### src/rtl/uart_tx_fifo.sv
`default_nettype none
// ============================================================================
// uart_tx_fifo : byte FIFO feeding an 8N1 UART transmitter (LSB first)
// Rev 1.0
// ============================================================================
module uart_tx_fifo #(
  parameter int DELAY_FRAMES = 234,
  parameter int FIFO_DEPTH   = 16
) (
  input  logic                          clk,
  input  logic                          rst_n,
  input  logic [7:0]                    in_data,
  input  logic                          in_valid,
  output logic                          in_ready,
  output logic                          uart_tx,
  output logic                          busy,
  output logic [$clog2(FIFO_DEPTH):0]   fifo_count
);

  localparam int PTR_W = $clog2(FIFO_DEPTH);
  localparam int CNT_W = PTR_W + 1;
  localparam int DLY_W = $clog2(DELAY_FRAMES);

  localparam logic [CNT_W-1:0] FULL_COUNT = CNT_W'(FIFO_DEPTH);
  localparam logic [DLY_W-1:0] BIT_LAST   = DLY_W'(DELAY_FRAMES - 1);

  localparam logic [1:0] ST_IDLE  = 2'd0;
  localparam logic [1:0] ST_START = 2'd1;
  localparam logic [1:0] ST_DATA  = 2'd2;
  localparam logic [1:0] ST_STOP  = 2'd3;

  logic [7:0]       mem_q [FIFO_DEPTH];
  logic [PTR_W-1:0] wr_ptr_q, wr_ptr_d;
  logic [PTR_W-1:0] rd_ptr_q, rd_ptr_d;
  logic [CNT_W-1:0] count_q, count_d;
  logic [1:0]       state_q, state_d;
  logic [DLY_W-1:0] tick_q, tick_d;
  logic [2:0]       bit_idx_q, bit_idx_d;
  logic [7:0]       shift_q, shift_d;
  logic             tx_q, tx_d;

  logic push;
  logic pop;
  logic fifo_empty;
  logic bit_end;

  // Output / status decode
  always_comb begin
    fifo_empty = (count_q == '0);
    in_ready   = (count_q != FULL_COUNT) && rst_n;
    busy       = (state_q != ST_IDLE) || !fifo_empty;
    uart_tx    = tx_q;
    fifo_count = count_q;
  end

  assign push    = in_valid && in_ready;
  assign bit_end = (tick_q == BIT_LAST);

  // Next-state logic for the transmitter; pop is raised whenever a new frame is loaded
  always_comb begin
    state_d   = state_q;
    tick_d    = tick_q;
    bit_idx_d = bit_idx_q;
    shift_d   = shift_q;
    tx_d      = tx_q;
    pop       = 1'b0;

    if (state_q != ST_IDLE) begin
      tick_d = bit_end ? '0 : tick_q + DLY_W'(1);
    end

    case (state_q)
      ST_IDLE: begin
        if (!fifo_empty) begin
          pop     = 1'b1;
          shift_d = mem_q[rd_ptr_q];
          tx_d    = 1'b0;
          tick_d  = '0;
          state_d = ST_START;
        end
      end
      ST_START: begin
        if (bit_end) begin
          tx_d      = shift_q[0];
          shift_d   = {1'b0, shift_q[7:1]};
          bit_idx_d = 3'd0;
          state_d   = ST_DATA;
        end
      end
      ST_DATA: begin
        if (bit_end) begin
          if (bit_idx_q == 3'd7) begin
            tx_d    = 1'b1;
            state_d = ST_STOP;
          end else begin
            tx_d      = shift_q[0];
            shift_d   = {1'b0, shift_q[7:1]};
            bit_idx_d = bit_idx_q + 3'd1;
          end
        end
      end
      ST_STOP: begin
        // Chaining straight into the next start bit keeps frames gap-free
        if (bit_end) begin
          if (!fifo_empty) begin
            pop     = 1'b1;
            shift_d = mem_q[rd_ptr_q];
            tx_d    = 1'b0;
            state_d = ST_START;
          end else begin
            tx_d    = 1'b1;
            state_d = ST_IDLE;
          end
        end
      end
      default: begin
        state_d = ST_IDLE;
        tx_d    = 1'b1;
      end
    endcase
  end

  // FIFO bookkeeping
  always_comb begin
    wr_ptr_d = push ? wr_ptr_q + PTR_W'(1) : wr_ptr_q;
    rd_ptr_d = pop  ? rd_ptr_q + PTR_W'(1) : rd_ptr_q;
    case ({push, pop})
      2'b10:   count_d = count_q + CNT_W'(1);
      2'b01:   count_d = count_q - CNT_W'(1);
      default: count_d = count_q;
    endcase
  end

  // State register
  always_ff @(posedge clk) begin
    if (!rst_n) begin
      state_q   <= ST_IDLE;
      tick_q    <= '0;
      bit_idx_q <= 3'd0;
      shift_q   <= 8'd0;
      tx_q      <= 1'b1;
      wr_ptr_q  <= '0;
      rd_ptr_q  <= '0;
      count_q   <= '0;
    end else begin
      state_q   <= state_d;
      tick_q    <= tick_d;
      bit_idx_q <= bit_idx_d;
      shift_q   <= shift_d;
      tx_q      <= tx_d;
      wr_ptr_q  <= wr_ptr_d;
      rd_ptr_q  <= rd_ptr_d;
      count_q   <= count_d;
    end
  end

  // Storage is not reset; push is already gated by rst_n through in_ready
  always_ff @(posedge clk) begin
    if (push) begin
      mem_q[wr_ptr_q] <= in_data;
    end
  end

endmodule
`default_nettype wire

### config.mk
export PLATFORM = sky130hd
export DESIGN_NAME = uart_tx_fifo
export DESIGN_NICKNAME = d
export VERILOG_FILES = /design/src/rtl/uart_tx_fifo.sv
export SDC_FILE = /design/constraint.sdc
export NUM_CORES = 1
export LEC_CHECK = 0
export BUFFER_PORTS_ARGS = -buffer_cell sky130_fd_sc_hd__buf_4
export CORE_MARGIN = 1.5
export CORE_UTILIZATION = 52
export DETAILED_ROUTE_END_ITERATION = 7
export PLACE_DENSITY = 0.68
export SYNTH_ARGS = -nofsm -noshare
export SYNTH_HDL_FRONTEND = slang
export SYNTH_SLANG_ARGS = --single-unit
### constraint.sdc
create_clock -name clk -period 5.63 [get_ports clk]
set_input_delay 0.563 -clock clk [delete_from_list [all_inputs] [get_ports clk]]
set_output_delay 0.563 -clock clk [all_outputs]
set_load 0.1 [all_outputs]
# [After elaboration in Yosys (flattened, before gate mapping)]
# Memories as Yosys holds them, arrays and structs flattened. A register that Yosys moved wholly into a read port is not among the register bits.
# Cells that the tools add are included.
[op_classes] n_mux=36 reduce_logical=13 eq_ne=14 add_sub_neg=6 n_shift=0 bitwise_logic=0 div=0 magnitude_cmp=0 multipliers=0
[ops] operator="2-to-1 mux 8 bit" count=9
[ops] operator="one-hot mux 8 bit (4 select lines)" count=1
[ops] operator="inequality test 2 bit (second input constant)" count=6
[ops] operator="AND reduction 4 bit" count=3
[ops] operator="2-to-1 mux 1 bit" count=11
[ops] operator="2-to-1 mux 2 bit" count=5
[ops] operator="one-hot mux 5 bit (2 select lines)" count=1
[ops] operator="2-to-1 mux 3 bit" count=3
[ops] operator="adder 4 x 1 -> 4 bit (second input constant)" count=2
[ops] operator="adder 8 x 1 -> 8 bit (second input constant)" count=1
[ops] operator="equality test 8 bit (second input constant)" count=1
[ops] operator="2-to-1 mux 4 bit" count=2
[ops] operator="one-hot mux 2 bit (4 select lines)" count=1
[ops] operator="equality test 2 bit (second input constant)" count=3
[ops] operator="one-hot mux 3 bit (2 select lines)" count=1
[ops] operator="nonzero test 2 bit" count=3
[ops] operator="adder 5 x 1 -> 5 bit (second input constant)" count=1
[ops] operator="logical NOT 5 bit" count=1
[ops] operator="inequality test 5 bit (second input constant)" count=1
[ops] operator="AND reduction 5 bit" count=1
[ops] operator="subtractor 5 x 1 -> 5 bit (second input constant)" count=1
[ops] operator="equality test 2 x 1 -> 1 bit (second input constant)" count=2
[ops] operator="one-hot mux 1 bit (4 select lines)" count=1
[ops] operator="adder 3 x 1 -> 3 bit (second input constant)" count=1
[ops] operator="other kinds (6)" count=7
[word_totals] word_cells=78 romBits=0 ram_bits=128 memories=1 out_inout_bits=8 regBits=35 latchBits=0
[mem_list] memory="mem_q" words=16 word_bits=8 read_ports=1 rd_ports_with_merged_regs=1 wr=1 line="32" text="logic [7:0] mem_q [FIFO_DEPTH];"

# [Depth between registers and ports, before layout]
[depth] ltp_word=6 mapped_depth=14 depth_no_buf=13

# [Worst setup path before layout]
# OpenSTA, ideal clock, no wires.
[synth_path] kind="reg-to-output" start="register count_q[2], in the netlist fifo_count[2]" end="output port in_ready" arrival_ns=3.584 slack_ns=1.483 required_ns=5.067 path_stages_with_launch=4 path_buffers=1 cell_sequence="dfxtp_1 > buf_2 > nor4_4 > a21boi_0"
[synth_via] elab_chain_cells=2
[synth_lines] element="start: declaration" line="35" text="logic [CNT_W-1:0] count_q, count_d;"
[synth_lines] element="start signal: assignment" line="153" text="count_q <= count_d;"
[synth_lines] element="inequality test 5 bit" line="50" text="in_ready = (count_q != FULL_COUNT) && rst_n;"
[synth_lines] element="logical AND 1 bit" line="50"
[synth_lines] element="end: declaration" line="14" text="output logic in_ready,"
# Every way passes these cells.

# [Worst setup path after layout]
[layout_path] start="register state_q[0]" end="register count_q[4], in the netlist fifo_count[4]"
[layout_via] elab_chain_cells=4 elab_cells_between_ends=7 classes_between="eq/ne (3); mux (2); reduce/logical (2)"
[layout_lines] element="start: declaration" line="36" text="logic [1:0] state_q, state_d;"
[layout_lines] element="start signal: assignment" line="146" text="state_q <= state_d;"
[layout_lines] element="equality test 2 bit or logical NOT 2 bit (tied branches)" line="72" text="case (state_q)"
[layout_lines] element="one-hot mux 1 bit (2 select lines) (*)" line="72"
[layout_lines] element="via pop" line="43" text="logic pop;"
[layout_lines] element="equality test 2 x 1 -> 1 bit or equality test 2 bit (tied branches)" line="127" text="case ({push, pop})"
[layout_lines] element="one-hot mux 5 bit (2 select lines) or nonzero test 2 bit (tied branches)"
# The timed path passes the listed nets; every way through them passes the cells marked *.
# A chain may end at the register's enable or synchronous reset.

==> impl_metrics.xml <==
<?xml version="1.0" encoding="UTF-8"?>
<metrics>
  <group name="pwr">
    <metric name="power_per_cell_area" unit="nW/µm²">473</metric>
    <metric name="leakage" unit="nW">2.64</metric>
    <metric name="worst_case_vdd_ir_drop" unit="mV">0.306</metric>
    <metric name="finalPower" unit="mW">3.77</metric>
  </group>
  <group name="grt">
    <metric name="globalRoute.totalOverflow" unit="">0</metric>
    <metric name="grt_max_degree" unit="">46</metric>
    <metric name="grt_pass1_wl" unit="µm">20600</metric>
    <metric name="global_route.usage.total" unit="%">19.3</metric>
    <metric name="number_of_global_route_vias_before_repair" unit="">3759</metric>
    <metric name="grt_antenna_before_repair" unit="">0</metric>
  </group>
  <group name="clock_network">
    <metric name="clk_pin_slew_worst_paths" unit="ns">0.06</metric>
    <metric name="cts-buffers-inserted" unit="">17</metric>
    <metric name="clockRootBuffer" unit="">sky130_fd_sc_hd__clkbuf_16</metric>
    <metric name="cts_htree_levels" unit="">4</metric>
    <metric name="post_cts_setup_buffer_count" unit="">0</metric>
    <metric name="worst_skew_pair.late_latency" unit="ns">0.42</metric>
    <metric name="post_cts_hold_buffer_count" unit="">0</metric>
    <metric name="clock_tree_from_tritoncts" unit="">done</metric>
    <metric name="post_cts_resized" unit="">0</metric>
    <metric name="clock_tree.buffer_depth" unit="">2</metric>
    <metric name="numClockSinks" unit="">167</metric>
  </group>
  <group name="routing">
    <metric name="totalWireLength" unit="µm">12800</metric>
    <metric name="post-route-drc-count" unit="">0</metric>
    <metric name="detail_route.vias_per_cell" unit="">5.77</metric>
    <metric name="drt_pass1_iterations" unit="">4</metric>
    <metric name="drtAntennaViolNets" unit="">0</metric>
    <metric name="dr_total_vias" unit="">3817</metric>
    <metric name="first_iter_violations" unit="">372</metric>
    <metric name="avgRoutedWirePerCell" unit="µm">19.4</metric>
  </group>
  <group name="synthesis">
    <metric name="largest_family_of_logic_cells_by_synthesized_area" unit="">multiplexers</metric>
    <metric name="number_of_enable_flip_flop_cells_after_synthesis" unit="">128</metric>
    <metric name="synth_sequential_area_ratio" unit="%">64.2</metric>
    <metric name="asyncSetResetFlopFracSynth" unit="%">0</metric>
    <metric name="synthMuxAreaShare" unit="%">14.5</metric>
    <metric name="synth-adder-area-share" unit="%">2.78</metric>
    <metric name="yosys_most_used_dff" unit="">sky130_fd_sc_hd__edfxtp_1</metric>
    <metric name="synth_compound_area_share" unit="%">5.96</metric>
    <metric name="ys_warn_count" unit="">0</metric>
    <metric name="yosys.area_share.xor_xnor" unit="%">1.22</metric>
    <metric name="postSynthNetCount" unit="">485</metric>
    <metric name="syn_inst" unit="">458</metric>
    <metric name="post_synth_and_or_nand_nor_area_fraction" unit="%">8.50</metric>
    <metric name="number_of_synthesized_register_bits" unit="">167</metric>
    <metric name="postSynthAreaPerCell" unit="µm²">15.7</metric>
    <metric name="synth_area" unit="µm²">7200</metric>
    <metric name="yosys.cell_types.count" unit="">57</metric>
  </group>
  <group name="sta">
    <metric name="finalHoldViolCount" unit="">0</metric>
    <metric name="finalSetupViolCount" unit="">0</metric>
    <metric name="worst-slew-pin-transition" unit="ns">0.972</metric>
    <metric name="postLayoutSetupSlackWorst" unit="ns">2.05</metric>
    <metric name="max_clock_freq" unit="MHz">280</metric>
    <metric name="finalHoldWorstSlack" unit="ns">0.446</metric>
    <metric name="rsz0062_at_grt" unit="">false</metric>
    <metric name="fin_worst_skew" unit="ns">0.00726</metric>
    <metric name="timing.setup.tns" unit="ns">0</metric>
    <metric name="worst_slew_margin_rel" unit="%">34.5</metric>
    <metric name="final.min_clock_period" unit="ns">3.58</metric>
    <metric name="post-route-period-util" unit="%">63.5</metric>
    <metric name="slew_violations" unit="">0</metric>
  </group>
  <group name="worst_setup_path">
    <metric name="path_class" unit="">reg -&gt; reg</metric>
    <metric name="critical_path_required" unit="ns">5.93</metric>
    <metric name="worst-path-max-fanout" unit="">16</metric>
    <metric name="critical_path.endpoint_type" unit="">flop</metric>
    <metric name="crit_arrival" unit="ns">3.88</metric>
    <metric name="startpoint_class_of_the_critical_path" unit="">flop</metric>
  </group>
  <group name="min_path">
    <metric name="hold_path.class" unit="">in -&gt; reg</metric>
  </group>
  <group name="die">
    <metric name="initial_utilization" unit="%">53.7</metric>
    <metric name="fp.coreArea" unit="µm²">13400</metric>
    <metric name="floorplan.die.width" unit="µm">121</metric>
    <metric name="placementRows" unit="">42</metric>
    <metric name="floorplan.die_area" unit="µm²">14600</metric>
    <metric name="top_level_ports" unit="">19</metric>
    <metric name="die_span_in_y" unit="µm">121</metric>
  </group>
  <group name="finish">
    <metric name="finish.cell_count_without_fillers" unit="">661</metric>
    <metric name="drive_above_1_share" unit="%">20.0</metric>
    <metric name="num-nets-final" unit="">500</metric>
    <metric name="end_of_flow_core_utilization" unit="%">59.5</metric>
    <metric name="mostFrequentLayoutCells" unit="">128 x sky130_fd_sc_hd__edfxtp_1, 37 x sky130_fd_sc_hd__dfxtp_1, 34 x sky130_fd_sc_hd__mux4_2</metric>
    <metric name="final_area" unit="µm²">7970</metric>
    <metric name="n_antenna_cell" unit="">0</metric>
    <metric name="synthToLayoutAreaGrowth" unit="%">10.7</metric>
    <metric name="layout_commonest_cell" unit="">sky130_fd_sc_hd__edfxtp_1</metric>
  </group>
  <group name="placed_design">
    <metric name="buffer_ports.inserted" unit="">18</metric>
    <metric name="dp_slack" unit="ns">1.90</metric>
    <metric name="hpwlAfterDp" unit="µm">8440</metric>
    <metric name="cell_count_after_placement" unit="">630</metric>
    <metric name="placement.cell_area" unit="µm²">7440</metric>
    <metric name="finalWeightedCongestion" unit="">0.825</metric>
  </group>
  <group name="status">
    <metric name="outcome" unit="">complete, no violations</metric>
  </group>
  <group name="flow_run">
    <metric name="max_cap_violations" unit="">0</metric>
  </group>
</metrics>
## where the power goes
group	leakage (nW)	internal, mW	switching, mW
clock	0.260	0.604	0.452
combinational	0.912	0.463	0.754
sequential	1.47	1.40	0.0947
## sequential cells by signal, indices dropped and copies added, names as in the netlist, named ones only
name,count
state_q,2
tick_q,8
fifo_count,5
bit_idx_q,3
uart_tx,1
wr_ptr_q,4
rd_ptr_q,4
shift_q,8
mem_q,128
## synthesized netlist by cell type, types with 2 or more instances
master	n	area share, %
sky130_fd_sc_hd__inv_1	12	0.63
sky130_fd_sc_hd__or3b_2	2	0.24
sky130_fd_sc_hd__nor2_1	24	1.3
sky130_fd_sc_hd__nor3_1	11	0.76
sky130_fd_sc_hd__clkbuf_1	12	0.63
sky130_fd_sc_hd__mux4_2	34	11
sky130_fd_sc_hd__a31oi_1	2	0.17
sky130_fd_sc_hd__and3_1	3	0.26
sky130_fd_sc_hd__o211a_1	2	0.28
sky130_fd_sc_hd__ha_1	16	2.8
sky130_fd_sc_hd__nor2b_1	11	0.96
sky130_fd_sc_hd__dfxtp_1	39	11
sky130_fd_sc_hd__and2_1	11	0.96
sky130_fd_sc_hd__a21oi_1	16	1.1
sky130_fd_sc_hd__edfxtp_1	128	53
sky130_fd_sc_hd__nand2b_1	4	0.35
sky130_fd_sc_hd__mux4_1	6	2.2
sky130_fd_sc_hd__buf_6	6	0.94
sky130_fd_sc_hd__xnor2_1	6	0.73
sky130_fd_sc_hd__xor2_1	4	0.49
sky130_fd_sc_hd__nand2_1	19	0.99
sky130_fd_sc_hd__o211ai_1	2	0.21
sky130_fd_sc_hd__or3_1	2	0.17
sky130_fd_sc_hd__a22oi_1	3	0.31
sky130_fd_sc_hd__nand3_1	7	0.49
sky130_fd_sc_hd__o21ai_0	20	1.4
sky130_fd_sc_hd__mux2i_1	11	1.5
sky130_fd_sc_hd__nand4_1	5	0.43
sky130_fd_sc_hd__buf_2	6	0.42
sky130_fd_sc_hd__a21boi_0	7	0.73
## cells by family (layout without fill, tap and decap cells)
kind of cell / count (synthesis) / after routing
xor gates and xnor gates: 10 / 10
and+or+nand+nor: 109 / 109
AOI/OAI and AO/OA: 65 / 65
DFF: 167 / 167
buffers and inverters: 39 / 66
adders and majority gates: 16 / 16
muxes: 52 / 52
## final timing paths
path | from | to | slack, ns | cells after the start
setup reg to reg | state_q[0] | fifo_count[4] | 2.05 | 12
hold reg to reg | shift_q[7] | shift_q[7] | 0.46 | 2
setup / recovery | state_q[0] | fifo_count[4] | 2.05 | 12
hold / removal | in_data[3] | mem_q[6][3] | 0.45 | 1
## routing by layer
layer	global-route usage [%]	wire length [µm]	up-vias
li1	-	-	1805
met1	25.9	5770	1949
met2	31.3	6530	54
met3	5.09	428	9
met4	5.59	121	0
met5	0	0	-
## cell type report
type / count / area [µm²]
multi-input cells: 252 / 2370
flip-flops and latches: 167 / 4630
inverters: 12 / 45.0
fillers: 1002 / 5430
repair buffers: 23 / 173
well taps: 176 / 220
clock buffers: 19 / 433
clock inverters: 12 / 103
## critical path: stages, from the launching register on
cell and delay, ns:
sky130_fd_sc_hd__dfxtp_1 0.40, sky130_fd_sc_hd__inv_1 0.09, sky130_fd_sc_hd__ha_1 0.56, sky130_fd_sc_hd__a21o_1 0.31
sky130_fd_sc_hd__nor2_1 0.27, sky130_fd_sc_hd__ha_1 0.43, sky130_fd_sc_hd__xor2_1 0.18, sky130_fd_sc_hd__ha_1 0.22
sky130_fd_sc_hd__o21a_1 0.12, sky130_fd_sc_hd__o21ai_0 0.07, sky130_fd_sc_hd__or4_4 0.44, sky130_fd_sc_hd__a221oi_2 0.31
sky130_fd_sc_hd__a211oi_2 0.06
Note: power is estimated with default switching activity, not from simulation.
